[src/rtl/icache_miss_entry_ctrl.sv]
// Miss entry table for the icache: allocates and merges misses, issues one memory
// request per entry in lowest-index order, and frees entries on refill release.
module icache_miss_entry_ctrl #(
  parameter int unsigned NUM_ENTRY   = 4,
  parameter int unsigned ENTRY_DEPTH = 2,
  parameter int unsigned BA_BITS     = 26
) (
  input  logic                   clk,
  input  logic                   rst_n,
  input  logic                   alloc_valid_i,
  input  logic [BA_BITS-1:0]     alloc_addr_i,
  output logic                   alloc_ready_o,
  output logic                   alloc_hit_o,
  output logic [ENTRY_DEPTH-1:0] alloc_idx_o,
  output logic                   mem_req_valid_o,
  input  logic                   mem_req_ready_i,
  output logic [BA_BITS-1:0]     mem_req_addr_o,
  output logic [ENTRY_DEPTH-1:0] mem_req_idx_o,
  input  logic                   rel_valid_i,
  input  logic [ENTRY_DEPTH-1:0] rel_idx_i,
  output logic                   full_o,
  output logic [ENTRY_DEPTH:0]   used_o
);

  typedef enum logic [1:0] {EntFree, EntPend, EntWait} ent_st_e;
  typedef enum logic {StIdle, StReq} iss_st_e;

  ent_st_e            ent_q  [NUM_ENTRY];
  logic [BA_BITS-1:0] addr_q [NUM_ENTRY];
  iss_st_e            iss_q;

  logic                   hit;
  logic [ENTRY_DEPTH-1:0] hit_idx;
  logic [ENTRY_DEPTH-1:0] free_idx;
  logic                   any_pend;
  logic [ENTRY_DEPTH-1:0] pend_idx;
  logic [ENTRY_DEPTH:0]   used;
  logic                   fire_new;
  logic                   handshake;

  // Descending scan so the lowest matching index is the one left standing.
  always_comb begin
    hit      = 1'b0;
    hit_idx  = '0;
    free_idx = '0;
    any_pend = 1'b0;
    pend_idx = '0;
    used     = '0;
    for (int k = NUM_ENTRY - 1; k >= 0; k--) begin
      if (ent_q[k] != EntFree && addr_q[k] == alloc_addr_i &&
          !(rel_valid_i && rel_idx_i == ENTRY_DEPTH'(k))) begin
        hit     = 1'b1;
        hit_idx = ENTRY_DEPTH'(k);
      end
      if (ent_q[k] == EntFree) begin
        free_idx = ENTRY_DEPTH'(k);
      end else begin
        used += {{ENTRY_DEPTH{1'b0}}, 1'b1};
      end
      if (ent_q[k] == EntPend) begin
        any_pend = 1'b1;
        pend_idx = ENTRY_DEPTH'(k);
      end
    end
  end

  always_comb begin
    used_o        = used;
    full_o        = (used == (ENTRY_DEPTH + 1)'(NUM_ENTRY));
    alloc_hit_o   = hit;
    alloc_ready_o = hit | ~full_o;
    alloc_idx_o   = hit ? hit_idx : free_idx;
    fire_new      = alloc_valid_i & ~hit & ~full_o;
    handshake     = (iss_q == StReq) & mem_req_ready_i;
  end

  // Alloc, issue and release act on entries in FREE, PEND and WAIT respectively,
  // so the three updates never collide on one entry.
  always_ff @(posedge clk) begin
    if (!rst_n) begin
      for (int k = 0; k < NUM_ENTRY; k++) begin
        ent_q[k]  <= EntFree;
        addr_q[k] <= '0;
      end
      iss_q           <= StIdle;
      mem_req_valid_o <= 1'b0;
      mem_req_addr_o  <= '0;
      mem_req_idx_o   <= '0;
    end else begin
      for (int k = 0; k < NUM_ENTRY; k++) begin
        if (fire_new && free_idx == ENTRY_DEPTH'(k)) begin
          ent_q[k]  <= EntPend;
          addr_q[k] <= alloc_addr_i;
        end else if (handshake && mem_req_idx_o == ENTRY_DEPTH'(k)) begin
          ent_q[k] <= EntWait;
        end else if (rel_valid_i && rel_idx_i == ENTRY_DEPTH'(k) && ent_q[k] == EntWait) begin
          ent_q[k] <= EntFree;
        end
      end
      case (iss_q)
        StIdle: begin
          if (any_pend) begin
            iss_q           <= StReq;
            mem_req_valid_o <= 1'b1;
            mem_req_idx_o   <= pend_idx;
            mem_req_addr_o  <= addr_q[pend_idx];
          end
        end
        StReq: begin
          if (mem_req_ready_i) begin
            iss_q           <= StIdle;
            mem_req_valid_o <= 1'b0;
          end
        end
      endcase
    end
  end

endmodule
[config.mk]
export PLATFORM = sky130hd
export DESIGN_NAME = icache_miss_entry_ctrl
export DESIGN_NICKNAME = d
export VERILOG_FILES = /design/src/rtl/icache_miss_entry_ctrl.sv
export SDC_FILE = /design/constraint.sdc
export NUM_CORES = 1
export LEC_CHECK = 0
export BUFFER_PORTS_ARGS = -buffer_cell sky130_fd_sc_hd__buf_2
export CAP_MARGIN = 10
export CORE_MARGIN = 4
export CORE_UTILIZATION = 40
export DETAILED_ROUTE_END_ITERATION = 6
export HOLD_SLACK_MARGIN = 0.08
export SETUP_SLACK_MARGIN = 0.15
export SYNTH_ARGS = -nofsm -noshare
export SYNTH_HDL_FRONTEND = slang
export SYNTH_SLANG_ARGS = --single-unit
export TNS_END_PERCENT = 1
[constraint.sdc]
create_clock -name clk -period 6 [get_ports clk]
set_input_delay 0.9 -clock clk [delete_from_list [all_inputs] [get_ports clk]]
set_output_delay 0.9 -clock clk [all_outputs]
set_load 0.02 [all_outputs]
* Word level (Yosys, flattened, before mapping)
Memories as Yosys holds them, arrays and structs flattened. A register that Yosys moved wholly into a read port is not among the register bits.
Index checks and enable logic that the tools add are counted.
** Storage, ports and cells
- Memories :: 2
- Bits in latches :: 0
- Bits in registers :: 4
- Output and inout bits :: 37
- Memory bits (read-only) :: 0
- Logic and storage cells :: 193
- Memory bits (writable) :: 112
- Input bits :: 33
** Cells by class
- Equal/unequal tests :: 24
- Multipliers :: 0
- Magnitude comparators :: 0
- Bitwise operators :: 23
- Reductions and logical operators :: 42
- Multiplexer cells :: 96
- Divide/modulo/power cells :: 0
- Shifts and indexed selects :: 0
- Add/subtract/negate cells :: 3
** Memory list
- addr_q :: depth 4, bits a word 26, rd ports 5, clocked after Yosys merged registers in 1, wr ports 4, RTL line 29 : logic [BA_BITS-1:0] addr_q [NUM_ENTRY];
- ent_q :: depth 4, bits a word 2, rd ports 4, clocked after Yosys merged registers in 0, wr ports 4, RTL line 28 : ent_st_e ent_q [NUM_ENTRY];
** Operators by type and width (count)
- == test 26 bit :: 4
- 2-to-1 mux 26 bit :: 4
- 2-to-1 mux 1 bit :: 62
- 2-to-1 mux 2 bit :: 25
- logical AND 1 bit :: 24
- == test 2 bit, second input constant :: 10
- OR 1 bit :: 17
- == test 2 x 1 -> 1 bit, second input constant :: 7
- zero test 2 bit :: 7
- adder 3 x 1 -> 3 bit, second input constant :: 3
- 2-to-1 mux 3 bit :: 3
- nonzero test 2 bit :: 4
- zero test 1 bit :: 5
- inequality test 2 bit, second input constant :: 2
- one-hot mux 1 bit (2 select lines) :: 2
- AND reduction 2 bit :: 2
- AND 1 bit :: 3
- == test 3 bit, second input constant :: 1
- NOT 1 bit :: 3

* Depth between registers and ports, before layout
An unclocked memory read counts as a cell.
- Word-level depth :: 19
- Depth in mapped cells :: 13
- Mapped depth without buffers :: 12

* Worst setup path before layout
OpenSTA, ideal clock, no wires.
- Kind :: register -> register
- Start :: memory ent_q[2][0] (netlist name)
- End :: memory addr_q[1][0] (enable)
- Arrival :: 4690 ps
- Setup time :: 445 ps
- Path slack :: 865 ps
- Clock period less this slack :: 5135 ps
- Cell stages (with the launch flop) :: 12
- Data required time :: 5555 ps
- Path buffers :: 1
- Cell sequence :: edfxtp_1 > or2_2 > ha_1 > xor2_1 > ha_1 > o21ai_0 > nor2_1 > a32oi_1 > inv_1 > or4b_1 > clkbuf_1 > o21ai_0
** RTL lines (RTL line)
- start: declaration :: 28
- end: declaration :: 29

* Final worst setup path
- Start :: input alloc_addr_i[0]
- End :: output alloc_ready_o
** Between the ends
- Cells in the longest elaborated chain, start to end :: 8
- Elaborated cells between the ends (all ways) :: 17
- Classes of those cells :: eq/ne: 4; mux: 4; bitwise: 1; reduce/logical: 8
** Ends and longest elaborated chain
- start: declaration :: RTL line 11 : input logic [BA_BITS-1:0] alloc_addr_i,
- == test 26 bit :: RTL line 50 : if (ent_q[k] != EntFree && addr_q[k] == alloc_addr_i &&
- logical AND 1 bit (2 in a row) :: RTL line 50
- 2-to-1 mux 1 bit (3 in a row) :: RTL line 50
- 2-to-1 mux 1 bit * :: RTL line 50
- OR 1 bit * :: RTL line 71 : alloc_ready_o = hit | ~full_o;
- end: declaration :: RTL line 12 : output logic alloc_ready_o,
Every way passes the cells marked *; elsewhere a longest branch is shown, timed or not.

==> results.md <==
* Outcome: finished clean
* #FFs+latches synth at 142
* Synth Instances at 825
* Reg2Reg Setup Slack at 1.71 ns
* Syn-to-layout area delta at 13.1%
* Post-CTS setup buffer count at 0
* Max IR drop VDD at 0.207 mV
* Avg Vias per Cell at 5.70
* Final Slew Violations at 0
* Critical path origin: alloc_addr_i[0]
* Cell Pwr Density at 345 nW/um^2
* Fmax at 231 MHz
* Yosys top cell by area: edfxtp_1
* Ranking of synthesized cells by area: edfxtp_1 43%, nand2_1 7.9%, dfxtp_1 7.7%
* I/O pins at 70
* Fin. Hold Viols at 0
* Initial antenna violation count at 1
* Clock sink total at 142
* Nets at 887
* Clock skew at 0.00793 ns
* Core area at 18900 sq um
* Least-Margin Pin Slew at 0.867 ns
* Die Width at 147 um
* Synthesized area at 7770 sq um
* Post-Route Utilization at 46.5%
* Post-Layout Cell Count at 1123
* Fraction of registers with async set/reset at 0%
* Synth top area share at 43.3%
* Drt drc at 0
* Vias at 6400
* CTS Hold Buffers Added at 0
* Critical Path AT at 3.44 ns
* Gr usage total at 22.6%
* H-tree depth at 4
* WL per Instance at 21.9 um
* Diodes inserted at 0
* R2R cell count at 10
* First-pass GRT wire length at 36500 um
* Placed Cells incl. Taps at 1091
* Worst slew margin at 42.2%
* Synthesized-area fraction occupied by adder cells at 0.644%
* Mean Syn Cell Area at 9.42 sq um
* Main synth FF type: edfxtp_1
* Leakage at 3.31 nW
* Crit Path Max Fanout at 65
* Count of cell types in the netlist at 39
* Worst reg2reg startpoint: ent_q[3][0]
* 1st-pass router iterations at 5
* Reg area at 3960 sq um
* Post-synth EDFFs at 112
* Initial core utilization at 41.1%
* Ys Warns at 0
* Total CTS buffers at 17
* CTS resizes at 0
* Final TNS setup at 0 ns
* Reg2reg end: addr_q[0][11]
* Synth Area in Compound Gates at 4.86%
* Final antenna-violating net count at 0
* Grt ovf at 0
* Synth top cells by count: 164 x nand2_1, 112 x edfxtp_1, 109 x nor3_1
* IO buf count at 69
* Max Cap Violations at 0
* Initial DRC Count at 629
* Largest net degree at the start of global routing at 66
* Filler Cell Count at 1859
* Post-synthesis mux area share at 0.145%
* Synth Area in XOR/XNOR at 12.1%
* Most frequent cell after synthesis: nand2_1
* Area taken by multi-input logic gates at 3380 sq um
* CP endpoint: alloc_ready_o
* Drt total wl at 24600 um
* Min-Delay Path Class: reg2reg
* Die Y-Extent at 147 um
* CTS tree: yes
* RSZ-0062 raised after global routing: no
* Gpl congestion at 0.944
* Vias in the first global route at 6178
* Worst skew pair latency at 0.43 ns
* Crit. End Element: primary output
* Die Area at 21700 sq um
* Crit start category: input pin
* Largest family of logic cells by synthesized area: simple AND/OR/NAND/NOR gates
* Setup violators final at 0
* Critical Path RT at 5.10 ns
* Period minus WS final at 4.34 ns
* Clk slew on worst S/H paths at 0.06 ns
* Hold Path Origin: mem_req_addr_o[4]
* Sequential-to-total area share from yosys stat at 51.0%
* Rows at 50
* Syn Nets at 862
* Hpwl dp at 16100 um
* Final worst-path cycle share at 72.3%
* Type of the worst setup path: in2out
* Fraction of the mapped netlist area in simple logic gates at 25.5%
* Share of cells above drive strength 1 at 14.9%
* Clock Root Buffer: clkbuf_16
* Clock Path Buffers at 2
## registers in the layout (all words and copies together), names as in the netlist
signal and count:
addr_q 104, mem_req_addr_o 26, ent_q 8, mem_req_idx_o 2
iss_q 1, mem_req_valid_o 1
## cell families after synthesis
family	Yosys count
simple gates	422
buf+inv	89
fa+ha+maj	4
compound gates	60
flops	142
mux	1
xor+xnor	107
## metrics by stage
stage	hold WS [ns]	setup slack (ns)	cell area, sq um	total power, W
final	0.449	1.66	8790	0.00304
after global routing	0.466	1.46	8790	0.00316
after global placement	0.440	1.70	8180	0.00195
after floorplan	0.535	0.865	7770	0.00170
after detailed placement	0.444	1.71	8180	0.00195
after CTS	0.452	1.72	8790	0.00304
## layer usage
| metal | GRT usage (%) | vias to the layer above | wire length [um] |
|---|---|---|---|
| met5 | 0 | - | 7 |
| met4 | 7.97 | 2 | 631 |
| met3 | 5.00 | 54 | 2310 |
| met2 | 35.1 | 355 | 11200 |
| met1 | 31.3 | 3038 | 10400 |
| li1 | - | 2951 | - |
## worst min-delay path by stage
stage	depth (start not counted)	to
floorplan	2	mem_req_addr_o[0]
global placement	2	mem_req_addr_o[5]
detailed placement	2	mem_req_addr_o[15]
CTS	2	mem_req_addr_o[15]
global route	2	mem_req_addr_o[14]
finish	2	mem_req_addr_o[4]
## power by group
| part | internal (W) | switching, W | total, W | leakage, nW |
|---|---|---|---|---|
| Clock | 0.000681 | 0.000415 | 0.00110 | 0.295 |
| Sequential | 0.00118 | 0.0000681 | 0.00125 | 1.42 |
| Combinational | 0.000207 | 0.000485 | 0.000692 | 1.59 |
| Total | 0.00207 | 0.000968 | 0.00304 | 3.31 |
## area by class of cell
class                   instances  share of cell area, %
flip-flops and latches        142                   45.1
clock inverters                12                   1.61
repair buffers                 87                   5.47
multi-input cells             594                   38.5
inverters                       8                  0.342
well taps                     260                   3.70
clock buffers                  20                   5.31
## cells in the final DEF, fill, tap and decap left out, types with 12 or more instances in the layout
| cell | netlist | final |
|---|---|---|
| nand3_1 | 81 | 81 |
| edfxtp_1 | 112 | 112 |
| dfxtp_1 | 30 | 30 |
| nor3_1 | 109 | 109 |
| nand4_1 | 14 | 14 |
| buf_2 | 29 | 69 |
| clkbuf_16 | 0 | 17 |
| buf_4 | 2 | 18 |
| nor4_1 | 19 | 19 |
| xor2_1 | 67 | 67 |
| a21oi_1 | 31 | 30 |
| nor2_1 | 12 | 12 |
| xnor2_1 | 40 | 40 |
| nand2_1 | 164 | 164 |
## worst max-delay path, cell delays in order
cell and delay [ns]:
buf_2 0.14, xor2_1 0.20, nor4_1 0.39, nand4_1 0.13
or4_1 0.57, or4b_4 0.74, nand2b_1 0.19, buf_2 0.16
No activity file was read; power rests on OpenSTA's default activity.
